===== src/rtl/pc_gen_if.sv =====
// Fetch-side handshake bundle for pc_gen: redirect requests in, fetch PC and
// status flags out. The slave modport is the PC generator itself.
interface pc_gen_if #(
  parameter int WIDTH = 32
);
  logic             start_i;
  logic             stall_i;
  logic             flush_i;
  logic [WIDTH-1:0] flush_pc_i;
  logic             branch_i;
  logic [WIDTH-1:0] branch_pc_i;
  logic             call_i;
  logic             ret_i;
  logic [WIDTH-1:0] pc_o;
  logic             pc_valid_o;
  logic             redirect_pending_o;
  logic             ras_empty_o;
  logic             ras_full_o;

  modport master (
    output start_i, stall_i, flush_i, flush_pc_i, branch_i, branch_pc_i,
           call_i, ret_i,
    input  pc_o, pc_valid_o, redirect_pending_o, ras_empty_o, ras_full_o
  );

  modport slave (
    input  start_i, stall_i, flush_i, flush_pc_i, branch_i, branch_pc_i,
           call_i, ret_i,
    output pc_o, pc_valid_o, redirect_pending_o, ras_empty_o, ras_full_o
  );
endinterface


===== src/rtl/pc_gen.sv =====
// Fetch PC generator: sequential stepping, prioritised redirects
// (flush > branch > return), a one-entry pending redirect that survives
// stalls, and a circular return-address stack that overwrites its oldest
// entry when full.
module pc_gen #(
  parameter int               WIDTH     = 32,
  parameter logic [WIDTH-1:0] RESET_PC  = '0,
  parameter int               STEP      = 4,
  parameter int               RAS_DEPTH = 4
) (
  input logic     clk_i,
  input logic     rst_i,
  pc_gen_if.slave bus
);
  localparam int PW = $clog2(RAS_DEPTH);
  localparam int CW = $clog2(RAS_DEPTH + 1);
  localparam logic [PW-1:0]    PTR_ONE = PW'(1);
  localparam logic [CW-1:0]    CNT_ONE = CW'(1);
  localparam logic [CW-1:0]    CNT_MAX = CW'(RAS_DEPTH);
  localparam logic [WIDTH-1:0] STEP_W  = WIDTH'(STEP);

  localparam logic [1:0] PRIO_NONE   = 2'd0;
  localparam logic [1:0] PRIO_RET    = 2'd1;
  localparam logic [1:0] PRIO_BRANCH = 2'd2;
  localparam logic [1:0] PRIO_FLUSH  = 2'd3;

  typedef enum logic [1:0] {IDLE, RUN, HOLD} state_t;

  state_t           state_q, state_d;
  logic [WIDTH-1:0] pc_q, pc_d;
  logic [1:0]       pend_prio_q, pend_prio_d;
  logic [WIDTH-1:0] pend_pc_q, pend_pc_d;
  logic [PW-1:0]    ras_ptr_q, ras_ptr_d;
  logic [CW-1:0]    ras_cnt_q, ras_cnt_d;
  logic             pc_valid_q, pc_valid_d;
  logic             pending_q, pending_d;
  logic             ras_empty_q, ras_empty_d;
  logic             ras_full_q, ras_full_d;
  logic [WIDTH-1:0] ras_mem_q [RAS_DEPTH];

  logic             ras_we;
  logic [PW-1:0]    ras_waddr;
  logic [WIDTH-1:0] step_pc;
  logic [WIDTH-1:0] ras_top;
  logic             ras_act;
  logic             do_push;
  logic             do_pop;
  logic [1:0]       new_prio;
  logic [WIDTH-1:0] new_tgt;

  // Redirect arbitration and RAS push/pop qualification for this cycle
  always_comb begin
    step_pc  = pc_q + STEP_W;
    ras_top  = ras_mem_q[ras_ptr_q - PTR_ONE];
    // Calls and returns only take effect on an unstalled, running cycle;
    // a stalled return therefore never becomes a pending redirect.
    ras_act  = (state_q != IDLE) && bus.start_i && !bus.stall_i;
    do_push  = ras_act && bus.call_i;
    do_pop   = ras_act && bus.ret_i && (ras_cnt_q != '0);
    new_prio = PRIO_NONE;
    new_tgt  = step_pc;
    if (bus.flush_i) begin
      new_prio = PRIO_FLUSH;
      new_tgt  = bus.flush_pc_i;
    end else if (bus.branch_i) begin
      new_prio = PRIO_BRANCH;
      new_tgt  = bus.branch_pc_i;
    end else if (do_pop) begin
      new_prio = PRIO_RET;
      new_tgt  = ras_top;
    end
  end

  // Next state, next PC and pending-redirect bookkeeping
  always_comb begin
    state_d     = state_q;
    pc_d        = pc_q;
    pend_prio_d = pend_prio_q;
    pend_pc_d   = pend_pc_q;
    case (state_q)
      IDLE: begin
        if (bus.start_i) state_d = RUN;
      end
      RUN: begin
        if (!bus.start_i) begin
          state_d     = IDLE;
          pend_prio_d = PRIO_NONE;
        end else if (bus.stall_i) begin
          if (new_prio != PRIO_NONE) begin
            state_d     = HOLD;
            pend_prio_d = new_prio;
            pend_pc_d   = new_tgt;
          end
        end else begin
          pc_d = new_tgt;
        end
      end
      HOLD: begin
        if (!bus.start_i) begin
          state_d     = IDLE;
          pend_prio_d = PRIO_NONE;
        end else if (bus.stall_i) begin
          if ((new_prio != PRIO_NONE) && (new_prio >= pend_prio_q)) begin
            pend_prio_d = new_prio;
            pend_pc_d   = new_tgt;
          end
        end else begin
          pc_d        = (new_prio != PRIO_NONE) ? new_tgt : pend_pc_q;
          pend_prio_d = PRIO_NONE;
          state_d     = RUN;
        end
      end
      default: state_d = IDLE;
    endcase
  end

  // Return-address stack pointer/count update; call+ret replaces the top
  always_comb begin
    ras_ptr_d = ras_ptr_q;
    ras_cnt_d = ras_cnt_q;
    ras_we    = 1'b0;
    ras_waddr = ras_ptr_q;
    if (do_push && do_pop) begin
      ras_we    = 1'b1;
      ras_waddr = ras_ptr_q - PTR_ONE;
    end else if (do_push) begin
      ras_we    = 1'b1;
      ras_ptr_d = ras_ptr_q + PTR_ONE;
      ras_cnt_d = (ras_cnt_q == CNT_MAX) ? ras_cnt_q : ras_cnt_q + CNT_ONE;
    end else if (do_pop) begin
      ras_ptr_d = ras_ptr_q - PTR_ONE;
      ras_cnt_d = ras_cnt_q - CNT_ONE;
    end
    pc_valid_d  = (state_d != IDLE);
    pending_d   = (state_d == HOLD);
    ras_empty_d = (ras_cnt_d == '0);
    ras_full_d  = (ras_cnt_d == CNT_MAX);
  end

  // Control state with synchronous active-low reset; pending target is data
  always_ff @(posedge clk_i) begin
    if (!rst_i) begin
      state_q     <= IDLE;
      pc_q        <= RESET_PC;
      pend_prio_q <= PRIO_NONE;
      ras_ptr_q   <= '0;
      ras_cnt_q   <= '0;
      pc_valid_q  <= 1'b0;
      pending_q   <= 1'b0;
      ras_empty_q <= 1'b1;
      ras_full_q  <= 1'b0;
    end else begin
      state_q     <= state_d;
      pc_q        <= pc_d;
      pend_prio_q <= pend_prio_d;
      ras_ptr_q   <= ras_ptr_d;
      ras_cnt_q   <= ras_cnt_d;
      pc_valid_q  <= pc_valid_d;
      pending_q   <= pending_d;
      ras_empty_q <= ras_empty_d;
      ras_full_q  <= ras_full_d;
    end
    pend_pc_q <= pend_pc_d;
  end

  // RAS storage is never cleared; only the count marks valid entries
  always_ff @(posedge clk_i) begin
    if (rst_i && ras_we) ras_mem_q[ras_waddr] <= step_pc;
  end

  assign bus.pc_o               = pc_q;
  assign bus.pc_valid_o         = pc_valid_q;
  assign bus.redirect_pending_o = pending_q;
  assign bus.ras_empty_o        = ras_empty_q;
  assign bus.ras_full_o         = ras_full_q;
endmodule


===== src/flat_wrapper.sv =====
// flat-port wrapper written by rule: the top's interface ports become plain ports
module pc_gen_flat 
#(
  parameter int               WIDTH     = 32,
  parameter logic [WIDTH-1:0] RESET_PC  = '0,
  parameter int               STEP      = 4,
  parameter int               RAS_DEPTH = 4
)
  (clk_i, rst_i, bus_start_i, bus_stall_i, bus_flush_i, bus_flush_pc_i, bus_branch_i, bus_branch_pc_i, bus_call_i, bus_ret_i, bus_pc_o, bus_pc_valid_o, bus_redirect_pending_o, bus_ras_empty_o, bus_ras_full_o);
  pc_gen_if #(.WIDTH(WIDTH)) bus_i ();
  input logic clk_i;
  input logic rst_i;
  input wire logic [$bits(bus_i.start_i)-1:0] bus_start_i;
  input wire logic [$bits(bus_i.stall_i)-1:0] bus_stall_i;
  input wire logic [$bits(bus_i.flush_i)-1:0] bus_flush_i;
  input wire logic [$bits(bus_i.flush_pc_i)-1:0] bus_flush_pc_i;
  input wire logic [$bits(bus_i.branch_i)-1:0] bus_branch_i;
  input wire logic [$bits(bus_i.branch_pc_i)-1:0] bus_branch_pc_i;
  input wire logic [$bits(bus_i.call_i)-1:0] bus_call_i;
  input wire logic [$bits(bus_i.ret_i)-1:0] bus_ret_i;
  output wire logic [$bits(bus_i.pc_o)-1:0] bus_pc_o;
  output wire logic [$bits(bus_i.pc_valid_o)-1:0] bus_pc_valid_o;
  output wire logic [$bits(bus_i.redirect_pending_o)-1:0] bus_redirect_pending_o;
  output wire logic [$bits(bus_i.ras_empty_o)-1:0] bus_ras_empty_o;
  output wire logic [$bits(bus_i.ras_full_o)-1:0] bus_ras_full_o;
  assign bus_i.start_i = bus_start_i;
  assign bus_i.stall_i = bus_stall_i;
  assign bus_i.flush_i = bus_flush_i;
  assign bus_i.flush_pc_i = bus_flush_pc_i;
  assign bus_i.branch_i = bus_branch_i;
  assign bus_i.branch_pc_i = bus_branch_pc_i;
  assign bus_i.call_i = bus_call_i;
  assign bus_i.ret_i = bus_ret_i;
  assign bus_pc_o = bus_i.pc_o;
  assign bus_pc_valid_o = bus_i.pc_valid_o;
  assign bus_redirect_pending_o = bus_i.redirect_pending_o;
  assign bus_ras_empty_o = bus_i.ras_empty_o;
  assign bus_ras_full_o = bus_i.ras_full_o;
  pc_gen #(.WIDTH(WIDTH), .RESET_PC(RESET_PC), .STEP(STEP), .RAS_DEPTH(RAS_DEPTH)) u_core (.clk_i(clk_i), .rst_i(rst_i), .bus(bus_i));
endmodule

===== config.mk =====
export PLATFORM = sky130hd
export DESIGN_NAME = pc_gen_flat
export DESIGN_NICKNAME = d
export VERILOG_FILES = /design/src/rtl/pc_gen_if.sv /design/src/rtl/pc_gen.sv /design/src/flat_wrapper.sv
export SDC_FILE = /design/constraint.sdc
export NUM_CORES = 1
export LEC_CHECK = 0
export CAP_MARGIN = 30
export CORE_MARGIN = 2
export CORE_UTILIZATION = 42
export CTS_CLUSTER_DIAMETER = 80
export DETAILED_ROUTE_END_ITERATION = 10
export HOLD_SLACK_MARGIN = 0.15
export PLACE_DENSITY = 0.73
export SYNTH_ARGS = -nofsm -noshare
export SYNTH_HDL_FRONTEND = slang
export SYNTH_SLANG_ARGS = --single-unit

===== constraint.sdc =====
create_clock -name clk_i -period 10.8 [get_ports clk_i]
set_input_delay 2.16 -clock clk_i [delete_from_list [all_inputs] [get_ports clk_i]]
set_output_delay 2.16 -clock clk_i [all_outputs]
set_load 0.03 [all_outputs]

==> results of run 1 <==
-- worst register-to-register path, cell delays in order (launching register included) --
cell and delay (ps):
dfxtp_1 370, inv_1 90, ha_1 210, nand2b_1 280
nand4_1 690, nor2_1 970, nor2_1 160, ha_1 330
nand2b_1 100, a21oi_1 80, o31ai_1 180, and3_1 180
buf_4 390
-- cell usage after synthesis, drive strengths merged, types with 5 or more instances --
cell type / number
a221oi: 8
edfxtp: 160
or3: 10
a221o: 5
a211oi: 10
o22ai: 6
ha: 7
o211ai: 6
a21oi: 66
o221ai: 12
and2: 7
nand4: 9
o31ai: 12
nand2: 92
inv: 25
or2: 8
nor4: 7
o311ai: 5
a41oi: 5
buf: 20
and4: 5
a31oi: 5
xnor2: 15
nand2b: 13
nor2: 62
o21a: 12
xor2: 12
nand3: 20
o21ai: 56
mux4: 32
dfxtp: 45
clkbuf: 35
nor3: 16
-- layout make-up --
type / instances / area [µm²]
Clock buffer: 23 / 576
Fill cell: 2046 / 11200
Inverter: 27 / 101
Multi-Input combinational cell: 571 / 3990
Clock inverter: 17 / 134
Tap cell: 319 / 399
Sequential cell: 205 / 5710
Timing Repair Buffer: 124 / 1240
-- layer usage --
metal | GRT usage | wire (µm) | up-vias
met1 | 0.322 | 11800 | 3782
met2 | 0.379 | 13500 | 493
met4 | 0.0854 | 1170 | 0
met3 | 0.0441 | 3050 | 70
met5 | 0 | 0 | -
li1 | - | - | 3479
-- flip-flops by register name (all words and copies together) (netlist names) --
signal / flops
u_core.bus.pc_o: 32
u_core.bus.pc_valid_o: 1
u_core.bus.ras_empty_o: 1
u_core.bus.ras_full_o: 1
u_core.bus.redirect_pending_o: 1
u_core.pend_pc_q: 32
u_core.pend_prio_q: 2
u_core.ras_cnt_q: 3
u_core.ras_mem_q: 128
u_core.ras_ptr_q: 2
u_core.state_q: 2
-- worst paths after layout --
check,end,start,slack (ps)
hold reg to reg,u_core.pend_prio_q[0],u_core.pend_prio_q[0],460
setup reg to reg,u_core.pend_pc_q[18],u_core.ras_cnt_q[1],6400
setup / recovery,u_core.pend_pc_q[18],bus_start_i,4560
hold / removal,u_core.pend_prio_q[0],u_core.pend_prio_q[0],460
-- power breakdown --
group / internal (µW) / total [µW] / leakage, µW / switching (µW)
logic: 64.6 / 149 / 0.00181 / 84.7
registers: 856 / 869 / 0.00175 / 12.8
clock network: 434 / 742 / 0.000353 / 309
-- logic make-up after synthesis --
family	after synthesis
and+or+nand+nor	263
AOI/OAI and AO/OA	236
DFF	205
buffers and inverters	82
muxes	38
xor gates and xnor gates	27
adders and majority gates	7
-- stage by stage --
stage          cells  utilization  setup slack (ps)
2_1_floorplan    858            -              5290
3_3_place_gp    1241        0.485              4280
3_5_place_dp    1243        0.486              4220
4_1_cts         1283        0.516              4720
5_1_grt         1286        0.519              4360
6_report        1286        0.519              4560
==> flow_metrics.env, run 1 <==
export IMPL_p_leak_uw=0.00391
export IMPL_synth_cells=858
export IMPL_cp_top_family="simple AND/OR/NAND/NOR gates"
export IMPL_power_uw=1760
export IMPL_yosysTopAreaCell="edfxtp_1"
export IMPL_grt_max_degree=56
export IMPL_numCtsBuffers=22
export IMPL_netlist_area_um2=10000
export IMPL_worstSetupPathType="input port to flip-flop"
export IMPL_portBuffers=107
export IMPL_grt_use_total=0.236
export IMPL_worstRegToRegCells=12
export IMPL_clockRootBuffer="clkbuf_16"
export IMPL_cts_setup_buffers=0
export IMPL_final_cell_mix="edfxtp_1 (160), clkdlybuf4s50_1 (105), nand2_1 (92)"
export IMPL_synth_top_family_by_area="compound AO/OA/AOI/OAI gates"
export IMPL_ys_warn_count=0
export IMPL_grt_pass1_wl_mm=44.2
export IMPL_synth_area_leaders="edfxtp_1 (48%), dfxtp_1 (9.0%), mux4_2 (7.2%)"
export IMPL_initial_core_util=0.427
export IMPL_ys_seq_area_frac=0.571
export IMPL_nets=1030
export IMPL_synth_mux_area_frac=0.0785
export IMPL_ctsHtreeMaxLevel=1
export IMPL_hpwl_mm=20.7
export IMPL_antenna_found_initial=0
export IMPL_ios=108
export IMPL_synth_seq_cells=205
export IMPL_cp_required_ps=10960
export IMPL_yosys_most_used_dff="edfxtp_1"
export IMPL_ant_nets=0
export IMPL_period_share=0.578
export IMPL_dieArea_um2=25100
export IMPL_core_um2=23400
export IMPL_rsz0062_at_grt="no"
export IMPL_ctsResizeCount=0
export IMPL_vias=7824
export IMPL_report_final_slew_viol_count=0
export IMPL_drive_gt1_frac=0.119
export IMPL_tritoncts="yes"
export IMPL_vias_per_cell=6.08
export IMPL_synth_compound_area_frac=0.156
export IMPL_grt_ovfl_total=0
export IMPL_synth_xor_xnor_area_share=0.0244
export IMPL_ys_async_sr_fraction=0
export IMPL_drt_pre_antenna_iters=6
export IMPL_routed_wl_mm=29.5
export IMPL_fmax_mhz=160
export IMPL_arrival_ps=6400
export IMPL_wire_per_inst_um=23.0
export IMPL_drt_initial_drc_count=913
export IMPL_netlist_area_leader_share=0.481
export IMPL_crit_path_frequent_cell="nor2_1"
export IMPL_num_antenna_cells=0
export IMPL_mostFrequentLayoutCell="edfxtp_1"
export IMPL_rows=56
export IMPL_slowest_stage="nor2_1"
export IMPL_slowest_delay_ps=970
export IMPL_grt_pass1_vias=7464
export IMPL_areaGrowthSynthToFinish_pct=21.6
export IMPL_drc_errors=0
export IMPL_syn_num_nets=937
export IMPL_synthAdderAreaFrac=0.00876
export IMPL_min_period_ps=6240
export IMPL_cts_hold_buffers_added=0
export IMPL_gp_congestion=0.949
export IMPL_finalHoldViolCount=0
export IMPL_worstPathCellList="clkdlybuf4s50_1 -> nor2b_1 -> nand4_1 -> nor2_1 -> nor2_1 -> ha_1 -> nand2b_1 -> a21oi_1 -> o31ai_1 -> and3_1 -> buf_4"
export IMPL_skew_ps=17.9
export IMPL_pwr_density_cell_nw_per_um2=145
export IMPL_outcome="finished, final reports clean"
export IMPL_fin_area_um2=12200
export IMPL_finalSetupViolations=0
export IMPL_min_path_cells=2
export IMPL_min_path_type="flip-flop to flip-flop"
export IMPL_cts_clk_slew_worst_paths_ps=60
export IMPL_worst_slew_pin_slew_ps=985
export IMPL_insertion_delay_ps=510
export IMPL_max_clock_path_buffers=3
export IMPL_post_synth_num_cell_types=74
export IMPL_critical_path_buf_inv_count=2
export IMPL_ir_drop_mv=0.0958
export IMPL_placed_cell_area_um2=11400
export IMPL_fin_hold_ws_ps=462
export IMPL_synth_simple_area_share=0.128
export IMPL_tns_ps=0
export IMPL_path_depth=11
export IMPL_maxCapViolCount=0
export IMPL_die_h_um=158
export IMPL_slew_headroom=0.338
export IMPL_die_w_um=158
export IMPL_numClockSinks=205
export IMPL_synth_edff_count=160
export IMPL_critPathLaunchType="input port"
export IMPL_critPathMaxFanout=32
export IMPL_syn_avg_cell_area_um2=11.7
export IMPL_endpoint_kind="flip-flop"
No activity file was read; power rests on OpenSTA's default activity.
==> run 2: changes to the inputs <==
Settings changed: PLACE_DENSITY 0.73 to 0.76.
Clock period 10.8 ns to 5.5 ns, I/O delays scaled along.
==> run 2 against run 1 <==
  * First-iteration DRC count grew 12%
  * Cell area is 0.31% higher
  * Utilization rose by 0.16 points
  * Critical path depth is 2 higher
  * Die area unchanged
  * Largest cell class unchanged
  * Hold slack better by 16 ps
==> flow_metrics.env, run 2 (same netlist as run 1, synthesis figures left out) <==
export IMPL_outcome="finished, final reports clean"
export IMPL_slowest_delay_ps=580
export IMPL_finalHoldViolCount=0
export IMPL_r2r_slack_ps=2120
export IMPL_grt_max_degree=55
export IMPL_nets=1036
export IMPL_worstSetupPathType="input port to flip-flop"
export IMPL_rows=56
export IMPL_min_period_ps=4110
export IMPL_arrival_ps=4260
export IMPL_mostFrequentLayoutCell="edfxtp_1"
export IMPL_wire_per_inst_um=23.5
export IMPL_swShare=0.229
export IMPL_fillers=2039
export IMPL_cts_clk_slew_worst_paths_ps=60
export IMPL_min_path_type="flip-flop to flip-flop"
export IMPL_drive_gt1_frac=0.123
export IMPL_portBuffers=107
export IMPL_core_um2=23400
export IMPL_fmax_mhz=243
export IMPL_final_cell_mix="edfxtp_1 (160), clkdlybuf4s50_1 (105), nand2_1 (92)"
export IMPL_worstRegToRegCells=14
export IMPL_worst_slew_pin_slew_ps=1080
export IMPL_rsz0062_at_grt="no"
export IMPL_clockRootBuffer="clkbuf_16"
export IMPL_num_antenna_cells=0
export IMPL_clockPowerShare=0.431
export IMPL_period_share=0.747
export IMPL_tns_ps=0
export IMPL_die_h_um=158
export IMPL_grt_ovfl_total=0
export IMPL_maxCapViolCount=0
export IMPL_slowest_stage="clkdlybuf4s50_1"
export IMPL_skew_ps=16.7
export IMPL_p_seq_frac=0.486
export IMPL_cts_hold_buffers_added=0
export IMPL_numCtsBuffers=22
export IMPL_critical_path_buf_inv_count=4
export IMPL_pwr_density_cell_nw_per_um2=288
export IMPL_endpoint_kind="flip-flop"
export IMPL_cp_startpoint="bus_start_i"
export IMPL_hpwl_mm=20.6
export IMPL_grt_pass1_wl_mm=45.6
export IMPL_r2r_end="u_core.pend_pc_q[24]"
export IMPL_grt_pass1_vias=7668
export IMPL_critPathMaxFanout=32
export IMPL_path_depth=13
export IMPL_ctsHtreeMaxLevel=1
export IMPL_p_leak_uw=0.00394
export IMPL_max_clock_path_buffers=3
export IMPL_drt_initial_drc_count=1020
export IMPL_cts_setup_buffers=0
export IMPL_cp_top_family="buffers and inverters"
export IMPL_numClockSinks=205
export IMPL_finalSetupViolations=0
export IMPL_largest_register="u_core.ras_mem_q"
export IMPL_critPathLaunchType="input port"
export IMPL_drc_errors=0
export IMPL_cp_required_ps=5650
export IMPL_p_sw_uw=806
export IMPL_vias=7954
export IMPL_insertion_delay_ps=510
export IMPL_routed_wl_mm=30.3
export IMPL_vias_per_cell=6.16
export IMPL_die_w_um=158
export IMPL_largest_reg_flops=128
export IMPL_ir_drop_mv=0.236
export IMPL_ctsResizeCount=0
export IMPL_gp_congestion=0.949
export IMPL_initial_core_util=0.427
export IMPL_internal_power_uw=2710
export IMPL_critPathCapture="u_core.pend_pc_q[24]"
export IMPL_ant_nets=0
export IMPL_report_final_slew_viol_count=0
export IMPL_ios=108
export IMPL_grt_use_total=0.243
export IMPL_drt_pre_antenna_iters=5
export IMPL_utilization=0.521
export IMPL_areaGrowthSynthToFinish_pct=21.9
export IMPL_antenna_found_initial=0
export IMPL_worstPathCellList="clkdlybuf4s50_1 -> nor2b_1 -> nand4_1 -> buf_4 -> nor2_1 -> buf_4 -> nor2_1 -> ha_1 -> nand2b_1 -> a21oi_1 -> o31ai_1 -> and3_1 -> buf_4"
export IMPL_tritoncts="yes"
export IMPL_power_frac_comb=0.084
export IMPL_r2r_start="u_core.ras_cnt_q[1]"
export IMPL_crit_path_frequent_cell="buf_4"
export IMPL_dieArea_um2=25100
export IMPL_slew_headroom=0.273
[run 2: changes by cell type in the layout (fill, tap and decap cells not counted), sizes merged]
cell / change
clkbuf: +7
clkinv: -8
buf: +6
inv: +1
[run 2: tightest hold or removal path, stage by stage (launching register included)]
cell and delay [ps]:
dfxtp_1 320, nand2_1 60, a21oi_1 50
[run 2: worst min-delay path by stage]
stage,depth (start not counted),to,startpoint,slack (ps)
final,2,u_core.pend_prio_q[1],u_core.pend_prio_q[1],480
after CTS,2,u_core.pend_prio_q[1],u_core.pend_prio_q[1],460
after detailed placement,2,u_core.pend_prio_q[1],u_core.pend_prio_q[1],450
after global routing,2,u_core.pend_prio_q[0],u_core.pend_prio_q[0],500
after floorplan,2,u_core.pend_prio_q[1],u_core.pend_prio_q[1],430
after global placement,2,u_core.pend_prio_q[1],u_core.pend_prio_q[1],450
[run 2: power groups by stage]
stage	logic (µW)	registers, µW	clock network [µW]
after floorplan	148	1740	0
after global placement	281	1740	0
after detailed placement	288	1740	0
after CTS	291	1710	1520
after global routing	316	1710	1590
final	295	1710	1510
[run 2: cell type report]
class	instances	area, µm²	share of cell area
well taps	319	399	0.0327
repair buffers	130	1250	0.103
multi-input cells	571	3990	0.327
clock inverters	10	104	0.00852
flip-flops and latches	205	5710	0.468
clock buffers	30	633	0.0519
inverters	27	101	0.00831
[run 2: per-stage QoR]
| step | cells | area [µm²] | hold slack [ps] | setup slack [ps] | power, µW |
|---|---|---|---|---|---|
| after floorplan | 858 | 10000 | 432 | 1050 | 1890 |
| after global placement | 1251 | 11400 | 450 | 981 | 2020 |
| after detailed placement | 1252 | 11500 | 455 | 915 | 2030 |
| after CTS | 1292 | 12200 | 464 | 1420 | 3520 |
| after global routing | 1292 | 12200 | 501 | 1120 | 3620 |
| final | 1292 | 12200 | 478 | 1390 | 3520 |
[run 2: layer usage]
layer  routed length, µm  vias to the layer above  GRT usage
li1                    -                     3493          -
met1               11600                     3836      0.320
met2               14100                      544      0.396
met3                3240                       81     0.0457
met4                1360                        0      0.102
met5                   0                        -          0
==> run 3: changes to the inputs <==
Settings changed: PLACE_DENSITY 0.76 to 0.73.
Clock period 5.5 ns to 4.13 ns, I/O delays scaled along.
==> run 3 against run 2 <==
  * Non-clock buffer count up 16
  * Worst setup slack lost 420 ps
  * Cell area rose by 0.88%
  * Utilization is 0.46 points higher
  * Combinational power increased by 37%
  * Critical path type unchanged
  * Critical path depth is 2 lower
  * Hold slack got worse by 12 ps
  * Sequential power grew 33%
  * Global-route usage down 0.15 points
  * Cell count increased by 1.3%
==> flow_metrics.env, run 3 (same netlist as run 1, synthesis figures left out) <==
export IMPL_critPathMaxFanout=32
export IMPL_fillers=2029
export IMPL_final_cell_mix="edfxtp_1 (160), clkdlybuf4s50_1 (105), nand2_1 (92)"
export IMPL_max_clock_path_buffers=3
export IMPL_finalHoldViolCount=0
export IMPL_worst_slack_ps=965
export IMPL_worstSetupPathType="input port to flip-flop"
export IMPL_ir_drop_mv=0.223
export IMPL_ctsResizeCount=0
export IMPL_place_inst=1268
export IMPL_report_final_slew_viol_count=0
export IMPL_nets=1052
export IMPL_maxCapViolCount=0
export IMPL_gp_congestion=0.943
export IMPL_cts_setup_buffers=0
export IMPL_ant_nets=0
export IMPL_skew_ps=10.6
export IMPL_numCtsBuffers=22
export IMPL_tns_ps=0
export IMPL_dp_slack_ps=487
export IMPL_grt_ovfl_total=0
export IMPL_cts_clk_slew_worst_paths_ps=60
export IMPL_areaGrowthSynthToFinish_pct=23.0
export IMPL_drt_initial_drc_count=981
export IMPL_register_area_um2=5710
export IMPL_tritoncts="yes"
export IMPL_min_period_ps=3160
export IMPL_ios=108
export IMPL_placed_cell_area_um2=11600
export IMPL_dieArea_um2=25100
export IMPL_die_w_um=158
export IMPL_ctsHtreeMaxLevel=1
export IMPL_mostFrequentLayoutCell="edfxtp_1"
export IMPL_rows=56
export IMPL_rsz0062_at_grt="no"
export IMPL_insertion_delay_ps=510
export IMPL_grt_max_degree=55
export IMPL_pwr_density_cell_nw_per_um2=377
export IMPL_min_path_type="flip-flop to flip-flop"
export IMPL_endpoint_kind="flip-flop"
export IMPL_fin_area_um2=12300
export IMPL_grt_pass1_wl_mm=45.0
export IMPL_initial_core_util=0.427
export IMPL_finalSetupViolations=0
export IMPL_wire_per_inst_um=23.1
export IMPL_arrival_ps=3320
export IMPL_finalNonFillerCells=1309
export IMPL_p_leak_uw=0.00401
export IMPL_grt_pass1_vias=7524
export IMPL_outcome="finished, final reports clean"
export IMPL_fmax_mhz=316
export IMPL_core_um2=23400
export IMPL_vias=7939
export IMPL_routed_wl_mm=30.2
export IMPL_fin_hold_ws_ps=465
export IMPL_vias_per_cell=6.06
export IMPL_drive_gt1_frac=0.134
export IMPL_antenna_found_initial=1
export IMPL_clockRootBuffer="clkbuf_16"
export IMPL_worst_slew_pin_slew_ps=811
export IMPL_largest_reg_flops=128
export IMPL_largest_register="u_core.ras_mem_q"
export IMPL_period_share=0.766
export IMPL_portBuffers=107
export IMPL_cts_hold_buffers_added=0
export IMPL_critPathLaunchType="input port"
export IMPL_drc_errors=0
export IMPL_hpwl_mm=20.8
export IMPL_multi_input_area_um2=3980
export IMPL_grt_use_total=0.241
export IMPL_die_h_um=158
export IMPL_drt_pre_antenna_iters=5
export IMPL_numClockSinks=205
export IMPL_cp_required_ps=4280
export IMPL_slew_headroom=0.460
run 3: cell count changes in the layout (fill, tap and decap cells not counted), moves of 2 or more:
| cell | change |
|---|---|
| buf_4 | +15 |
| clkinv_2 | -3 |
| nor2_4 | -2 |
| nor2_2 | +2 |
run 3: worst paths after layout:
path	start	to	slack [ps]	cells past startpoint
min reg2reg	u_core.pend_prio_q[1]	u_core.pend_prio_q[1]	470	2
max	bus_start_i	u_core.pend_pc_q[23]	970	11
max reg2reg	u_core.ras_cnt_q[1]	u_core.pend_pc_q[23]	1030	12
min	u_core.pend_prio_q[1]	u_core.pend_prio_q[1]	470	2
run 3: through the flow:
| stage | total power [µW] | utilization |
|---|---|---|
| floorplan | 2510 | - |
| CTS | 4650 | 0.525 |
| detailed placement | 2710 | 0.495 |
| finish | 4640 | 0.526 |
| global placement | 2700 | 0.493 |
| global route | 4770 | 0.525 |
run 3: where the power goes:
group / internal [µW] / switching (µW) / total (µW)
registers: 2240 / 30.2 / 2270
clock network: 1160 / 813 / 1970
logic: 174 / 229 / 403
total: 3570 / 1070 / 4640
run 3: critical path, cell delays in order:
cell and delay [ps]:
clkdlybuf4s50_1 470, nor2b_1 260, nand4_1 210, nor2_1 200, nor2_1 80, ha_1 300
nand2b_1 90, a21oi_1 80, o31ai_1 190, and3_1 190, buf_4 400
run 3: per-layer routing:
layer | vias up | wire (µm) | global-route usage
li1 | 3513 | - | -
met1 | 3892 | 11800 | 0.315
met2 | 455 | 14300 | 0.399
met3 | 79 | 2760 | 0.0490
met4 | 0 | 1350 | 0.0918
met5 | - | 0 | 0
run 3: layout make-up:
class,count,area share
diodes,1,0.000203
clock buffers,32,0.0529
clock inverters,8,0.00570
inverters,27,0.00824
multi-input cells,571,0.324
flip-flops and latches,205,0.464
well taps,319,0.0325
repair buffers,146,0.113
